**config.mk**
```make
export PLATFORM = sky130hd
export DESIGN_NAME = hazard_forward_ctrl
export DESIGN_NICKNAME = d
export VERILOG_FILES = /design/src/rtl/hazard_forward_ctrl.sv
export SDC_FILE = /design/constraint.sdc
export NUM_CORES = 1
export LEC_CHECK = 0
export CORE_MARGIN = 2
export CORE_UTILIZATION = 27
export CTS_CLUSTER_DIAMETER = 150
export DETAILED_ROUTE_END_ITERATION = 6
export MAX_ROUTING_LAYER = met4
export PLACE_DENSITY = 0.77
export RECOVER_POWER = 50
export SLEW_MARGIN = 20
export SYNTH_ARGS = -nofsm -noshare
export SYNTH_HDL_FRONTEND = slang
export SYNTH_SLANG_ARGS = --single-unit
export TNS_END_PERCENT = 20
```
**constraint.sdc**
```tcl
create_clock -name clk -period 1.52 [get_ports clk]
set_clock_uncertainty 0.2 [all_clocks]
set_input_delay 0.228 -clock clk [delete_from_list [all_inputs] [get_ports clk]]
set_output_delay 0.228 -clock clk [all_outputs]
set_load 0.01 [all_outputs]
```
**src/rtl/hazard_forward_ctrl.sv**
```systemverilog
// Hazard controller for the 5-stage core: EX operand forwarding, load-use stalls, dmem wait freeze, branch flush.
// Optional performance counters are built when HAZ_PERF_CNT_EN is defined; otherwise stall_cnt/flush_cnt read 0.
module hazard_forward_ctrl #(
    parameter int NUM_SRC = 2,
    parameter int AW      = 5,
    parameter int LU_CYC  = 1,
    parameter int CNT_W   = 32
) (
    input  logic                   clk,
    input  logic                   rst,
    input  logic [NUM_SRC*AW-1:0]  rs_ex,
    input  logic [NUM_SRC*AW-1:0]  rs_id,
    input  logic [NUM_SRC-1:0]     rs_used_id,
    input  logic [AW-1:0]          rd_ex,
    input  logic                   mem_read_ex,
    input  logic [AW-1:0]          rd_mem,
    input  logic                   reg_write_mem,
    input  logic [AW-1:0]          rd_wb,
    input  logic                   reg_write_wb,
    input  logic                   dmem_req_mem,
    input  logic                   dmem_ready,
    input  logic                   branch_taken_ex,
    output logic [2*NUM_SRC-1:0]   fwd_sel,
    output logic                   stall_if_id,
    output logic                   bubble_id_ex,
    output logic                   freeze,
    output logic                   flush_if_id,
    output logic                   flush_id_ex,
    output logic [CNT_W-1:0]       stall_cnt,
    output logic [CNT_W-1:0]       flush_cnt
);

    typedef enum logic [1:0] {RUN, LU_STALL, MEM_WAIT} state_t;

    localparam logic [2:0] LU_INIT = 3'(LU_CYC - 1);

    state_t     state, next_state;
    state_t     ret_state, ret_next;
    logic [2:0] cnt, cnt_next;
    logic       lu_hit, lu, dmem_wait;

    always_comb begin
        for (int i = 0; i < NUM_SRC; i++) begin
            fwd_sel[2*i +: 2] = 2'b00;
            if (reg_write_mem && rd_mem != '0 && rd_mem == rs_ex[i*AW +: AW])
                fwd_sel[2*i +: 2] = 2'b10;
            else if (reg_write_wb && rd_wb != '0 && rd_wb == rs_ex[i*AW +: AW])
                fwd_sel[2*i +: 2] = 2'b01;
        end
    end

    always_comb begin
        lu_hit = 1'b0;
        for (int i = 0; i < NUM_SRC; i++) begin
            if (rs_used_id[i] && rs_id[i*AW +: AW] == rd_ex)
                lu_hit = 1'b1;
        end
    end

    assign lu        = mem_read_ex && (rd_ex != '0) && lu_hit;
    assign dmem_wait = dmem_req_mem && !dmem_ready;

    always_ff @(posedge clk) begin
        if (rst) begin
            state     <= RUN;
            ret_state <= RUN;
            cnt       <= 3'd0;
        end else begin
            state     <= next_state;
            ret_state <= ret_next;
            cnt       <= cnt_next;
        end
    end

    always_comb begin
        next_state   = state;
        ret_next     = ret_state;
        cnt_next     = cnt;
        stall_if_id  = 1'b0;
        bubble_id_ex = 1'b0;
        freeze       = 1'b0;
        flush_if_id  = 1'b0;
        flush_id_ex  = 1'b0;
        case (state)
            RUN: begin
                if (dmem_wait) begin
                    freeze     = 1'b1;
                    next_state = MEM_WAIT;
                    ret_next   = RUN;
                end else if (branch_taken_ex) begin
                    flush_if_id = 1'b1;
                    flush_id_ex = 1'b1;
                end else if (lu) begin
                    stall_if_id  = 1'b1;
                    bubble_id_ex = 1'b1;
                    if (LU_CYC > 1) begin
                        cnt_next   = LU_INIT;
                        next_state = LU_STALL;
                    end
                end
            end
            LU_STALL: begin
                // A dmem wait parks the remaining bubble count until the access completes
                if (dmem_wait) begin
                    freeze     = 1'b1;
                    next_state = MEM_WAIT;
                    ret_next   = LU_STALL;
                end else if (branch_taken_ex) begin
                    flush_if_id = 1'b1;
                    flush_id_ex = 1'b1;
                    cnt_next    = 3'd0;
                    next_state  = RUN;
                end else begin
                    stall_if_id  = 1'b1;
                    bubble_id_ex = 1'b1;
                    cnt_next     = cnt - 3'd1;
                    if (cnt <= 3'd1)
                        next_state = RUN;
                end
            end
            MEM_WAIT: begin
                if (dmem_ready)
                    next_state = ret_state;
                else
                    freeze = 1'b1;
            end
            default: next_state = RUN;
        endcase
        // Controls stay quiet while reset is held so no stale bubble escapes
        if (rst) begin
            stall_if_id  = 1'b0;
            bubble_id_ex = 1'b0;
            freeze       = 1'b0;
            flush_if_id  = 1'b0;
            flush_id_ex  = 1'b0;
        end
    end

`ifdef HAZ_PERF_CNT_EN
    always_ff @(posedge clk) begin
        if (rst) begin
            stall_cnt <= '0;
            flush_cnt <= '0;
        end else begin
            if ((stall_if_id || freeze) && stall_cnt != '1)
                stall_cnt <= stall_cnt + 1'b1;
            if (flush_if_id && flush_cnt != '1)
                flush_cnt <= flush_cnt + 1'b1;
        end
    end
`else
    assign stall_cnt = {CNT_W{1'b0}};
    assign flush_cnt = {CNT_W{1'b0}};
`endif

endmodule

```
After elaboration in Yosys (flattened, before gate mapping)
Cells that the tools add are included.

Shifts and indexed selects: 0. Eq/ne operators: 12. Divide/modulo/power cells: 0. $mul: 0. $add $sub $neg: 1. Mux-type cells: 31. Reductions and logical operators: 21. $lt $le $gt $ge: 1. Bitwise operators: 1.

Operators by type and width (count): 5-bit == test (6); 2-bit 2-to-1 mux (9); 1-bit 2-to-1 mux (17); 5-bit nonzero test (3); 1-bit logical AND (11); 2-bit inequality test (second input constant) (3); 2-bit case mux with 3 select lines (1); 3-bit AND reduction (2); 4-bit inequality test (second input constant) (1); 1-bit case mux with 2 select lines (2); 2-bit case mux with 2 select lines (1); 3-bit by 1-bit less-or-equal comparator with 1-bit output (second input constant) (1); 3-bit 2-to-1 mux (1); 3-bit by 1-bit subtractor with 3-bit output (second input constant) (1); 2-bit by 1-bit == test with 1-bit output (second input constant) (1); 2-bit == test (second input constant) (1); 2-bit logical NOT (1); 2-bit AND reduction (1); 2-bit nonzero test (1); 2-bit OR reduction (1); 1-bit logical NOT (1); 1-bit NOT (1).

Latch bits: 0. Bits in read-only memories: 0. Output and inout port bits: 73. Memories: 0. Flip-flop bits (word level): 7. RAM bits: 0. Input port bits: 45. Word-level logic and storage cells: 70.

Longest topological paths before layout
Depth in word-level cells: 10. Gate-level depth with buffers: 5. Mapped depth without buffers: 5.

Worst setup path after synthesis
OpenSTA, ideal clock, no wires.

Path type: flip-flop to output port. From: reg state[0]. To: out stall_if_id. Stages on the path, launching flop included: 5. Data arrival time: 1431 ps. Slack: -339 ps. Buffers on the path: 1. Cell sequence: dfxtp_1 > inv_1 > or3_1 > o32ai_1 > buf_4.

Cells in the longest elaborated chain, start to end: 3. Elaborated cells between the ends (all ways): 4. Those cells by class: eq/ne: 1; mux: 2; reduce/logical: 1.

RTL lines: start, declared (RTL line 37) `state_t state, next_state;`; start signal, assigned (RTL line 69) `state <= next_state;`; 2-bit by 1-bit == test with 1-bit output / 2-bit logical NOT (equally long branches); 1-bit case mux with 2 select lines *; 1-bit 2-to-1 mux *; end, declared (RTL line 24) `output logic stall_if_id,`.

Every way passes the cells marked *; elsewhere a longest branch is shown, timed or not.

Final worst setup path
From: in rd_mem[1]. To: out fwd_sel[0].

Cells in the longest elaborated chain, start to end: 4. Elaborated cells between the ends (all ways): 5. Those cells by class: eq/ne: 1; mux: 1; reduce/logical: 3.

RTL lines: start, declared (RTL line 16) `input logic [AW-1:0] rd_mem,`; 5-bit nonzero test (RTL line 45) `if (reg_write_mem && rd_mem != '0 && rd_mem == rs_ex[i*AW +: AW])`; 1-bit logical AND (RTL line 45); 1-bit logical AND * (RTL line 45); 2-bit 2-to-1 mux * (RTL line 45); end, declared (RTL line 23) `output logic [2*NUM_SRC-1:0] fwd_sel,`.

Marks and branches as above.

==> flow_summary.ini <==
[critical_path]
r2r_start = state[1]
critPathLaunchType = primary input
worstRegToRegCells = 3
worstSetupPathType = primary input to output pin
critPathMaxStageDelay_ns = 0.53
r2r_slack_ns = 0
crit_buf_inv = 3
cpMaxStageDelayCell = or4_4
end_kind = output pin
path_delay_family = simple AND/OR/NAND/NOR gates
r2r_end = cnt[1]
arrival_ns = 1.64
path_max_fanout = 2
path_cells = buf_6 > or4_4 > o21ai_4 > buf_6 > nor4_4 > nor4_4 > buf_2
cp_data_required_time_ns = 1.09

[routing]
ant_nets = 0
wirelength_mm = 2.99
vias = 1148
vias_per_cell = 4.01
drc_errors = 0
first_iter_violations = 39
drt_first_pass_iters = 4
post_drt_wl_per_cell_um = 10.4

[place]
gp_congestion = 0.752
dp_hpwl_mm = 2.47
dpl.cell_count = 279
portBuffers = 53

[synth]
synth.area.top_cells = buf_4 41%, xor2_1 16%, dfxtp_1 9.8%, xnor2_1 5.7%, nor4_1 2.6%
synth-seq-area-share = 0.0985
synth_cell_types = 30
ys_ff_latch = 6
synth_edf_count = 0
yosysWarnings = 0
synth.top_cell.area_share = 0.406
syn_area_sq_mm = 0.00122
synth_top_flop_cell = dfxtp_1
yosysTopAreaCell = buf_4
synth.avg_cell_area_sq_um = 7.82
synthCells = 156
async_flop_share = 0

[finish]
nets = 283
syn2layout_area_growth_pct = 50.9
final_cells = 286
fill_cells = 455
finish.utilization = 0.423
insertedDiodeCount = 0
drive_above_1_share = 0.303

[floorplan]
core_area_sq_mm = 0.00435
die_w_um = 71.2
dieArea_sq_mm = 0.00507
die_height_um = 71.2
num_io_pins = 118
initial_core_util = 0.280
num_rows = 24

[clocking]
clock_latency_ns = 0.23
h-tree-depth = 1
clk_pin_slew_ns = 0.04
cts_tree = yes
clockBufferDepth = 2
clock_sinks = 6
cts_buffers = 3
cts-root-buf = clkbuf_8

[pwr]
switching_share = 0.357
powerDensity_mw_per_mm2 = 435
p_sw_w = 0.000286
p_leak_nw = 0.874
seq_power_share = 0.202
ir_worst_vdd_uv = 159
clkPwrFrac = 0.311
power_frac_comb = 0.487
power.internal_w = 0.000514

[timing]
slew_violations = 0
fmax_mhz = 484
timing.final.crit_share = 1.36
rsz0062_at_grt = yes
hold_violations = 0
timing.final.ws_setup_ns = -0.548
fin_crit_ns = 2.07
setup_viol = 8

[job]
drv_cap = 0

[min_path]
hold_class = flip-flop to flip-flop
holdPathStages = 2
min_from = ret_state[0]
min_to = state[0]

[outcome]
status = finished, violations left
violations = negative setup slack

[grt]
busiest_layer = met2
grt-ovfl-total = 0
grt_max_degree = 9
grt_pass1_wl_mm = 4.34
grt_util_met2 = 0.209
grt_pass1_vias = 1074
antenna_found_initial = 0
grtUsageMet1 = 0.0997
use_met3 = 0.0197
track_usage = 0.110
## final cells by class
type                    instances  area, sq um  share of cell area
repair buffers                 79          637               0.346
flip-flops and latches          6          121              0.0659
multi-input cells             143          965               0.524
inverters                       3         11.3             0.00612
clock buffers                   3         41.3              0.0224
well taps                      52         65.1              0.0354
## registers in the layout, summed over array words and instances (netlist names)
register and flops:
ret_state 1, cnt 3, state 2
## what timing repair did
action,4_1_cts,5_1_grt
hold endpoints to repair,0,0
pin swaps,16,13
gates resized for setup,95,29
setup endpoints to repair,11,11
hold buffers,0,0
buffers inserted,3,1
## layout by cell type (no fill, tap or decap), drive strengths merged
master,count
nor2,4
nand4,2
or3,3
a32oi,1
buf,39
inv,3
clkdlybuf4s15,2
nand3,2
o21ai,5
conb,64
nor3,4
dlygate4sd2,12
ha,2
xnor2,8
dlymetal6s2s,1
o32ai,1
xor2,22
clkbuf,12
or4,4
nand3b,1
nor4,7
nand2b,1
and2,2
nand2,2
dfxtp,6
clkdlybuf4s50,16
mux2i,2
a21oi,5
nor2b,1
## tightest hold or removal path, stage by stage, from the launching register on
cell and delay (ns):
dfxtp_1 0.30, nand4_1 0.07, a21oi_1 0.06
## metrics by stage
step,power (W),setup TNS [ns],worst slack [ns],hold WS (ns),instance area [sq um]
6_report,0.000800,-2.57,-0.548,0.267,1840
5_1_grt,0.000842,-3.07,-0.595,0.297,1840
4_1_cts,0.000797,-2.74,-0.566,0.268,1840
3_5_place_dp,0.000542,-9.62,-1.20,0.255,1770
3_3_place_gp,0.000536,-9.38,-1.17,0.240,1770
2_1_floorplan,0.000455,-0.486,-0.136,0.107,1510
## synthesized netlist by cell type, types with 2 or more instances
cell	n
mux2i_1	2
nor2_1	4
xor2_1	22
nor4_1	5
dfxtp_1	6
o21ai_0	3
nand4_1	2
or4_1	3
buf_4	66
a21oi_1	5
nor3_1	4
xnor2_1	8
inv_1	3
ha_1	2
nand3_1	2
or3_1	3
nand2_1	2
nor4_2	2
## power groups by stage
stage	registers, W	clock network, W	logic (W)
final	0.000162	0.000249	0.000390
after global routing	0.000162	0.000258	0.000422
after CTS	0.000161	0.000252	0.000384
after detailed placement	0.000163	0	0.000379
after global placement	0.000163	0	0.000373
after floorplan	0.000164	0	0.000292
## logic make-up after synthesis
logic type	share of synthesized area
xor gates and xnor gates	0.215
buffers and inverters	0.418
and+or+nand+nor	0.169
adders and majority gates	0.0205
other	0.00307
AOI/OAI and AO/OA	0.0585
muxes	0.0164
DFF	0.0985
## worst max-delay path by stage
stage               startpoint          to  cells after the start
global placement      rd_wb[1]  fwd_sel[2]                      5
detailed placement    rd_wb[1]  fwd_sel[0]                      5
global route         rd_mem[1]  fwd_sel[0]                      7
CTS                  rd_mem[2]  fwd_sel[0]                      7
finish               rd_mem[1]  fwd_sel[0]                      7
floorplan             rs_ex[1]  fwd_sel[0]                      3
## layer usage
metal	up-vias	wire length (um)
met2	72	1680
met4	0	107
met1	519	930
li1	546	-
met5	-	0
met3	11	266
(Power assumes the default switching activity.)
